$ cat src/rtl/seg7_scan_mux_if.sv
// rtl/seg7_scan_mux_if.sv - counter digits in, multiplexed 7-segment display bus out
interface seg7_scan_mux_if;
    logic [3:0] sec_val;
    logic [2:0] sec_val10;
    logic [3:0] min_val;
    logic [2:0] min_val10;
    logic       lz_blank;
    logic [6:0] seg;
    logic [3:0] an;
    logic       frame_start;

    modport master (
        output sec_val, sec_val10, min_val, min_val10, lz_blank,
        input  seg, an, frame_start
    );

    modport slave (
        input  sec_val, sec_val10, min_val, min_val10, lz_blank,
        output seg, an, frame_start
    );
endinterface

$ cat src/rtl/seg7_scan_mux.sv
// rtl/seg7_scan_mux.sv - four-digit mm:ss scan multiplexer with per-frame snapshot and blanking gaps
module seg7_scan_mux #(
    parameter int REFRESH_DIV    = 1000,
    parameter int BLANK_CYCLES   = 16,
    parameter bit SEG_ACTIVE_LOW = 1'b1
) (
    input  logic            clock,
    input  logic            reset,
    seg7_scan_mux_if.slave  dsp
);
    localparam int MAXC = (REFRESH_DIV > BLANK_CYCLES) ? REFRESH_DIV : BLANK_CYCLES;
    localparam int PW   = (MAXC > 1) ? $clog2(MAXC) : 1;
    localparam logic [PW-1:0] SHOW_LAST = PW'(REFRESH_DIV - 1);
    localparam logic [PW-1:0] GAP_LAST  = PW'(BLANK_CYCLES - 1);
    localparam logic [6:0]    SEG_INV   = SEG_ACTIVE_LOW ? 7'h7f : 7'h00;
    localparam logic [3:0]    AN_INV    = SEG_ACTIVE_LOW ? 4'hf : 4'h0;

    typedef enum logic {GAP, SHOW} state_t;

    state_t        state_q;
    logic [1:0]    idx_q;
    logic [PW-1:0] pcnt_q;
    logic [13:0]   snap_q, snap_d;
    logic          init_q;
    logic [6:0]    seg_q;
    logic [3:0]    an_q;
    logic          fs_q;
    logic          snap_load;
    logic [6:0]    dig_seg;
    logic          dig_blank;

    function automatic logic [6:0] decode(input logic [3:0] v, input logic [3:0] lim);
        logic [6:0] r;
        if (v > lim) begin
            r = 7'b1000000;
        end else begin
            case (v)
                4'd0:    r = 7'b0111111;
                4'd1:    r = 7'b0000110;
                4'd2:    r = 7'b1011011;
                4'd3:    r = 7'b1001111;
                4'd4:    r = 7'b1100110;
                4'd5:    r = 7'b1101101;
                4'd6:    r = 7'b1111101;
                4'd7:    r = 7'b0000111;
                4'd8:    r = 7'b1111111;
                default: r = 7'b1101111;
            endcase
        end
        return r;
    endfunction

    // Decode looks at the next snapshot so a SHOW entered on the load edge still sees fresh digits.
    always_comb begin
        snap_load = init_q || (state_q == SHOW && idx_q == 2'd3 && pcnt_q == SHOW_LAST);
        snap_d    = snap_load ? {dsp.min_val10, dsp.min_val, dsp.sec_val10, dsp.sec_val} : snap_q;
        dig_blank = dsp.lz_blank && idx_q == 2'd3 && snap_d[13:11] == 3'd0;
        case (idx_q)
            2'd0:    dig_seg = decode(snap_d[3:0], 4'd9);
            2'd1:    dig_seg = decode({1'b0, snap_d[6:4]}, 4'd5);
            2'd2:    dig_seg = decode(snap_d[10:7], 4'd9);
            default: dig_seg = decode({1'b0, snap_d[13:11]}, 4'd5);
        endcase
    end

    always_ff @(posedge clock) begin
        if (reset) begin
            state_q <= GAP;
            idx_q   <= 2'd0;
            pcnt_q  <= '0;
            snap_q  <= '0;
            init_q  <= 1'b1;
            seg_q   <= SEG_INV;
            an_q    <= AN_INV;
            fs_q    <= 1'b0;
        end else begin
            init_q <= 1'b0;
            snap_q <= snap_d;
            fs_q   <= snap_load;
            case (state_q)
                GAP: begin
                    if (pcnt_q == GAP_LAST) begin
                        state_q <= SHOW;
                        pcnt_q  <= '0;
                        if (dig_blank) begin
                            seg_q <= SEG_INV;
                            an_q  <= AN_INV;
                        end else begin
                            seg_q <= dig_seg ^ SEG_INV;
                            an_q  <= (4'b0001 << idx_q) ^ AN_INV;
                        end
                    end else begin
                        pcnt_q <= pcnt_q + 1'b1;
                    end
                end
                default: begin
                    if (pcnt_q == SHOW_LAST) begin
                        state_q <= GAP;
                        pcnt_q  <= '0;
                        idx_q   <= idx_q + 2'd1;
                        seg_q   <= SEG_INV;
                        an_q    <= AN_INV;
                    end else begin
                        pcnt_q <= pcnt_q + 1'b1;
                    end
                end
            endcase
        end
    end

    assign dsp.seg         = seg_q;
    assign dsp.an          = an_q;
    assign dsp.frame_start = fs_q;
endmodule
$ cat src/flat_wrapper.sv
// flat-port wrapper written by rule: the top's interface ports become plain ports
module seg7_scan_mux_flat 
#(
    parameter int REFRESH_DIV    = 1000,
    parameter int BLANK_CYCLES   = 16,
    parameter bit SEG_ACTIVE_LOW = 1'b1
)
  (clock, reset, dsp_sec_val, dsp_sec_val10, dsp_min_val, dsp_min_val10, dsp_lz_blank, dsp_seg, dsp_an, dsp_frame_start);
  seg7_scan_mux_if dsp_i ();
  input  logic clock;
  input  logic reset;
  input wire logic [$bits(dsp_i.sec_val)-1:0] dsp_sec_val;
  input wire logic [$bits(dsp_i.sec_val10)-1:0] dsp_sec_val10;
  input wire logic [$bits(dsp_i.min_val)-1:0] dsp_min_val;
  input wire logic [$bits(dsp_i.min_val10)-1:0] dsp_min_val10;
  input wire logic [$bits(dsp_i.lz_blank)-1:0] dsp_lz_blank;
  output wire logic [$bits(dsp_i.seg)-1:0] dsp_seg;
  output wire logic [$bits(dsp_i.an)-1:0] dsp_an;
  output wire logic [$bits(dsp_i.frame_start)-1:0] dsp_frame_start;
  assign dsp_i.sec_val = dsp_sec_val;
  assign dsp_i.sec_val10 = dsp_sec_val10;
  assign dsp_i.min_val = dsp_min_val;
  assign dsp_i.min_val10 = dsp_min_val10;
  assign dsp_i.lz_blank = dsp_lz_blank;
  assign dsp_seg = dsp_i.seg;
  assign dsp_an = dsp_i.an;
  assign dsp_frame_start = dsp_i.frame_start;
  seg7_scan_mux #(.REFRESH_DIV(REFRESH_DIV), .BLANK_CYCLES(BLANK_CYCLES), .SEG_ACTIVE_LOW(SEG_ACTIVE_LOW)) u_core (.clock(clock), .reset(reset), .dsp(dsp_i));
endmodule
$ cat config.mk
export PLATFORM = sky130hd
export DESIGN_NAME = seg7_scan_mux_flat
export DESIGN_NICKNAME = d
export VERILOG_FILES = /design/src/rtl/seg7_scan_mux_if.sv /design/src/rtl/seg7_scan_mux.sv /design/src/flat_wrapper.sv
export SDC_FILE = /design/constraint.sdc
export NUM_CORES = 1
export LEC_CHECK = 0
export CORE_UTILIZATION = 35
export CTS_CLUSTER_DIAMETER = 120
export DETAILED_ROUTE_END_ITERATION = 7
export DONT_BUFFER_PORTS = 1
export PLACE_DENSITY_LB_ADDON = 0.15
export SYNTH_ARGS = -nofsm -noshare
export SYNTH_HDL_FRONTEND = slang
export SYNTH_SLANG_ARGS = --single-unit
$ cat constraint.sdc
create_clock -name clock -period 4.5 [get_ports clock]
set_input_delay 1.125 -clock clock [delete_from_list [all_inputs] [get_ports clock]]
set_output_delay 1.125 -clock clock [all_outputs]
set_load 0.05 [all_outputs]
## Word-level counts from Yosys, hierarchy flattened

Memories as Yosys holds them, arrays and structs flattened.
Cells that the tools add are included.

| word-level totals | value |
|---|---|
| output and inout port bits | 12 |
| RAM bits | 0 |
| register bits | 40 |
| bits in latches | 0 |
| memory bits (read-only) | 336 |
| memories | 4 |
| input port bits | 17 |
| word-level logic and storage cells | 58 |

| operators by class | value |
|---|---|
| bitwise logic cells | 2 |
| divide/modulo/power cells | 0 |
| shift-type cells | 1 |
| equality and inequality tests | 6 |
| multipliers | 0 |
| multiplexer cells | 21 |
| magnitude comparators | 4 |
| reductions and logical operators | 10 |
| add/sub/neg operators | 2 |

Memories:

| name | words | bits a word | read ports | clocked after memory_dff | write ports | RTL line | source |
|---|---|---|---|---|---|---|---|
| (no name shown) | 16 | 7 | 1 | 0 | 0 | seg7_scan_mux.sv:37 | `case (v)` |
| (no name shown) | 16 | 7 | 1 | 0 | 0 | seg7_scan_mux.sv:37 |  |
| (no name shown) | 8 | 7 | 1 | 0 | 0 | seg7_scan_mux.sv:37 |  |
| (no name shown) | 8 | 7 | 1 | 0 | 0 | seg7_scan_mux.sv:37 |  |

Operator list:

| kind | number |
|---|---|
| $mux W7 | 8 |
| $mux W10 | 3 |
| $pmux W7 S3 | 1 |
| $mux W4 | 4 |
| $mux W14 | 1 |
| $add A10 B1 Y10 const B | 1 |
| $eq A10 B10 Y1 const B | 1 |
| $eq A10 B4 Y1 const B | 1 |
| $gt A4 B4 Y1 const B | 2 |
| $not A7 Y7 | 1 |
| $gt A3 B3 Y1 const B | 2 |
| $eq A2 B2 Y1 const B | 2 |
| $logic_and A1 B1 Y1 | 4 |
| $mux W1 | 4 |
| $not A4 Y4 | 1 |
| $reduce_and A2 Y1 | 2 |
| $shl A1 B2 Y4 const A | 1 |
| $logic_not A3 Y1 | 1 |
| $add A2 B1 Y2 const B | 1 |
| $eq A2 B1 Y1 const B | 1 |
| $logic_not A2 Y1 | 1 |
| $ne A2 B2 Y1 const B | 1 |
| $reduce_bool A2 Y1 | 1 |
| $logic_or A1 B1 Y1 | 1 |

## Longest topological paths before layout

| logic depth | value |
|---|---|
| depth in word-level cells | 12 |
| mapped depth | 15 |
| gate-level depth less buffers | 12 |

## Worst setup path after synthesis

No wires, ideal clock.

| timing path | value |
|---|---|
| path kind | flip-flop to flip-flop |
| start point | register u_core.pcnt_q[0] |
| end point | register u_core.seg_q[4], in the netlist u_core.dsp.seg[4] |
| stages on the path, launching flop included | 15 |
| setup time | 0.092 ns |
| buffers on the path | 3 |
| arrival | 3.061 ns |
| path slack | 1.347 ns |
| data required time | 4.408 ns |
| clock period less this slack | 3.153 ns |
| cells stage by stage | dfxtp_1 ha_1 and4_1 a41oi_4 buf_6 buf_4 buf_2 mux2i_1 inv_1 ha_1 nor2_1 o21ai_0 o211a_1 a221o_1 o32ai_1 |

| between the ends | value |
|---|---|
| cells in the longest elaborated chain, start to end | 11 |
| elaborated cells on any way between the ends | 27 |
| classes of those cells | 4 x order compare; 3 x eq/ne; 9 x mux; 1 x bitwise; 6 x reduce/logical; 4 x memory |

Ends and longest elaborated chain:

| element | RTL line | source |
|---|---|---|
| from (decl) | seg7_scan_mux.sv:22 | `logic [PW-1:0] pcnt_q;` |
| from (signal assigned) | seg7_scan_mux.sv:93 | `pcnt_q <= pcnt_q + 1'b1;` |
| from (signal assigned) | seg7_scan_mux.sv:104 | `pcnt_q <= pcnt_q + 1'b1;` |
| $eq A10 B10 Y1 | seg7_scan_mux.sv:55, seg7_scan_mux.sv:97 |  |
| $logic_and A1 B1 Y1 | seg7_scan_mux.sv:55 | `snap_load = init_q \|\| (state_q == SHOW && idx_q == 2'd3 && pcnt_q == SHOW_LAST);` |
| $logic_or A1 B1 Y1 | seg7_scan_mux.sv:55 |  |
| $mux W14 | seg7_scan_mux.sv:56 | `snap_d = snap_load ? {dsp.min_val10, dsp.min_val, dsp.sec_val10, dsp.sec_val} : snap_q;` |
| $mem_v2 Z16 W7 (tied with other cells) | n/a |  |
| $mux W7 | seg7_scan_mux.sv:34 | `if (v > lim) begin` |
| $pmux W7 S3 | seg7_scan_mux.sv:58 | `case (idx_q)` |
| $not A7 Y7 (no line) | n/a |  |
| $mux W7 | seg7_scan_mux.sv:85 | `if (dig_blank) begin` |
| $mux W7 | seg7_scan_mux.sv:82 | `if (pcnt_q == GAP_LAST) begin` |
| $mux W7 | seg7_scan_mux.sv:80 | `case (state_q)` |
| to (signal assigned) | seg7_scan_mux.sv:89 | `seg_q <= dig_seg ^ SEG_INV;` |
| to (decl) | seg7_scan_mux.sv:25 | `logic [6:0] seg_q;` |

Parallel ways exist; a longest one is shown, timed or not. The select of a mux whose other input is x is not followed.
A chain may end at the register's enable or synchronous reset.

## Final worst setup path

| timing path | value |
|---|---|
| start point | register u_core.idx_q[0] |
| end point | register u_core.seg_q[2], in the netlist u_core.dsp.seg[2] |

| between the ends | value |
|---|---|
| cells in the longest elaborated chain, start to end | 12 |
| elaborated cells on any way between the ends | 28 |
| classes of those cells | 4 x order compare; 3 x eq/ne; 9 x mux; 1 x bitwise; 7 x reduce/logical; 4 x memory |

Ends and longest elaborated chain:

| element | RTL line | source |
|---|---|---|
| from (decl) | seg7_scan_mux.sv:21 | `logic [1:0] idx_q;` |
| from (signal assigned) | seg7_scan_mux.sv:100 | `idx_q <= idx_q + 2'd1;` |
| $eq A2 B2 Y1 | seg7_scan_mux.sv:55, seg7_scan_mux.sv:57 |  |
| $logic_and A1 B1 Y1 (2 in series) | seg7_scan_mux.sv:55 |  |
| $logic_or A1 B1 Y1 | seg7_scan_mux.sv:55 |  |
| $mux W14 | seg7_scan_mux.sv:56 |  |
| $mem_v2 Z16 W7 (tied with other cells) | n/a |  |
| $mux W7 | seg7_scan_mux.sv:34 |  |
| $pmux W7 S3 | seg7_scan_mux.sv:58 |  |
| $not A7 Y7 (no line) | n/a |  |
| $mux W7 * | seg7_scan_mux.sv:85 |  |
| $mux W7 * | seg7_scan_mux.sv:82 |  |
| $mux W7 * | seg7_scan_mux.sv:80 |  |

Every way passes the cells marked *; elsewhere a longest branch is shown, timed or not. The select of a mux whose other input is x is not followed.

==> results_dict.tcl <==
set metrics [dict create \
    fin_nets 327 \
    via_per_inst 5.35 \
    vdd_drop_max_uv 148 \
    tightest_slew_ns 0.846 \
    h-tree-depth 2 \
    ys_seq_area_share_pct 33.1 \
    ys_top_cells_by_count "nor2_1, dfxtp_1, ha_1, mux2i_1, nand2_1" \
    fin_crit_sh_pct 75.4 \
    p_total_uw 741 \
    min_period_ns 3.39 \
    crit_fanout 21 \
    reg2regPathDepth 12 \
    min_delay_path_depth 1 \
    wirelength_mm 5.32 \
    cpMaxStageDelayCell "a41oi_4" \
    utilization_pct 39.6 \
    setup_violations 0 \
    rows 29 \
    place_congestion 0.813 \
    dp_hpwl_mm 4.13 \
    tns_ns 0 \
    die_w_um 85.1 \
    yosys_warnings 0 \
    p_per_area_nw_per_um2 288 \
    ant_nets 0 \
    drc_errors 0 \
    post_cts_buffers 0 \
    async_reset_ff_share_pct 0 \
    ys.flop_type "dfxtp_1" \
    cp-startpoint "u_core.idx_q[0]" \
    hold_ws_ns 0.454 \
    fin_skew_ns 0.0105 \
    overflow 0 \
    r2r-end "u_core.dsp.seg[2]" \
    rsz0062_at_grt "false" \
    area_delta_synth_final_pct 6.37 \
    start_util_pct 37.2 \
    timing.critical_path.to "u_core.dsp.seg[2]" \
    hold_viol_final 0 \
    layout_setup_ws_ns 1.11 \
    max_stage_delay_ns 0.73 \
    yosysMostFrequentCell "nor2_1" \
    clock_latency_ns 0.30 \
    grt_max_degree 22 \
    power_frac_clock_pct 34.9 \
    r2r-start "u_core.idx_q[0]" \
    synth_top_cell_area_share_pct 33.1 \
    drive_above_1_share_pct 6.25 \
    combinationalPowerShare_pct 14.8 \
    antenna_cells 0 \
    start_kind "flop" \
    synthCells 288 \
    cts_tree "built" \
    synth_edf_count 0 \
    max_clock_freq_mhz 295 \
    pre_cts_slack_ns 1.10 \
    hold_path_class "flop to flop" \
    placement.io_buffers 0 \
    grt_pass1_wl_mm 8.96 \
    path_cells "ha_1 > and2_1 > a41oi_4 > mux2i_1 > inv_1 > ha_1 > nor2_1 > o21ai_0 > o211a_1 > a221oi_1 > o21ai_0 > o22ai_1" \
    end_kind "flop" \
    yosysUniqueCellTypes 45 \
    finalMaxSlewViolations 0 \
    path_class "flop to flop" \
    clock-sinks 40 \
    ios 29 \
    status "finished, final reports clean" \
    vias 1952 \
    grt_pass1_vias 1830 \
    post_cts_resize_count 0 \
    yosys.area.top_type "dfxtp_1" \
    p_seq_share_pct 50.3 \
    drtIter0Drc 60 \
    firstDrtPassIters 4 \
    syn_nets 328 \
    relSlewSlack_pct 43.4 \
    required_ns 4.73 \
    cts-hold-fix-buffers 0 \
    grt_util_all_layers_pct 15.7 \
    sw_frac_of_total_pct 28.0 \
    die_y_um 85.1 \
    syn-mean-instance-area_um2 8.39 \
    p_leak_nw 1.10 \
    p_switching_uw 208 \
    p_int_uw 534 \
    cts_buffer_depth 2 \
    ys_ff_latch 40 \
    numCtsBuffers 5 \
    cp_data_arrival_time_ns 3.62 \
    root_buffer "clkbuf_8" \
    synthTopCellsByArea "dfxtp_1, ha_1, nor2_1" \
    syn_area_um2 2420 \
    dieArea_um2 7240 \
    antenna_found_initial 0 \
    cap_violations 0 \
    design.core.area_um2 6490 \
    path_clk_slew_ns 0.09 \
    worst-r2r-setup-slack_ns 1.11 \
    wire_per_inst_um 14.6 \
]
layout make-up:
cell class,count,area [µm²]
Clock inverter,2,15.0
Multi-Input combinational cell,221,1490
Inverter,16,60.1
Sequential cell,40,801
Fill cell,669,3920
Tap cell,77,96.3
Clock buffer,6,82.6
Timing Repair Buffer,3,22.5
layout by cell type (no fill, tap or decap), types with 2 or more instances in the layout:
| cell type | count |
|---|---|
| nor2_1 | 52 |
| dfxtp_1 | 40 |
| ha_1 | 23 |
| mux2i_1 | 17 |
| nand2_1 | 17 |
| inv_1 | 16 |
| a21oi_1 | 14 |
| nand3_1 | 13 |
| o21ai_0 | 13 |
| o211ai_1 | 9 |
| a31oi_1 | 7 |
| xnor2_1 | 6 |
| clkbuf_8 | 6 |
| o22ai_1 | 5 |
| and2_1 | 4 |
| and3_1 | 4 |
| xor2_1 | 3 |
| nor3_1 | 3 |
| a211o_1 | 3 |
| mux2_2 | 3 |
| buf_4 | 3 |
| nor4_1 | 2 |
| nand2b_1 | 2 |
| o211a_1 | 2 |
| a21o_1 | 2 |
| clkinvlp_4 | 2 |
power by group through the flow:
stage	registers, mW	clock network (mW)	logic, mW
after floorplan	0.380	0	0.0921
after global placement	0.381	0	0.111
after detailed placement	0.381	0	0.110
after CTS	0.373	0.267	0.110
after global routing	0.374	0.283	0.127
final	0.373	0.259	0.109
stage by stage:
stage	cell area, µm²	std cells
after floorplan	2420	288
after global placement	2470	357
after detailed placement	2470	357
after CTS	2570	365
after global routing	2570	365
final	2570	365
metal layers:
layer	part of all wire, %	GRT usage (%)	wire [µm]	up-vias
met5	0	0	0	-
met2	45	24.6	2390	35
met1	48	21.2	2570	905
met3	5.9	5.25	314	4
li1	-	-	-	1008
met4	0.75	2.77	40	0
cells by family after synthesis:
kind of cell / count (synthesis) / share of synthesized area, %
buffers and inverters: 27 / 5.07
XOR/XNOR: 9 / 3.26
adder cells (fa/ha/maj): 23 / 11.9
AO/OA/AOI/OAI: 67 / 19.3
multiplexers: 21 / 9.01
flip-flops: 40 / 33.1
AND/OR/NAND/NOR: 101 / 18.3
how the worst min path moves through the flow:
stage | startpoint | endpoint | slack (ns)
after global routing | u_core.pcnt_q[0] | u_core.pcnt_q[0] | 0.47
after global placement | u_core.pcnt_q[0] | u_core.pcnt_q[0] | 0.44
final | u_core.pcnt_q[0] | u_core.pcnt_q[0] | 0.45
after detailed placement | u_core.pcnt_q[0] | u_core.pcnt_q[0] | 0.44
after CTS | u_core.pcnt_q[0] | u_core.pcnt_q[0] | 0.46
after floorplan | u_core.pcnt_q[0] | u_core.pcnt_q[0] | 0.42
state kept, by name, indices dropped and copies added, names as in the netlist:
| register | cells |
|---|---|
| u_core.dsp.frame_start | 1 |
| u_core.idx_q | 2 |
| u_core.dsp.an | 4 |
| u_core.state_q | 1 |
| u_core.snap_q | 14 |
| u_core.init_q | 1 |
| u_core.pcnt_q | 10 |
| u_core.dsp.seg | 7 |
critical path: cells and delay by family, from the launching register on:
family | cells | cell delay, ns
fa+ha+maj | 2 | 0.48
flops | 1 | 0.34
simple gates | 2 | 0.27
buf+inv | 1 | 0.08
mux | 1 | 0.42
compound gates | 6 | 1.73
Note: power is estimated with default switching activity, not from simulation.
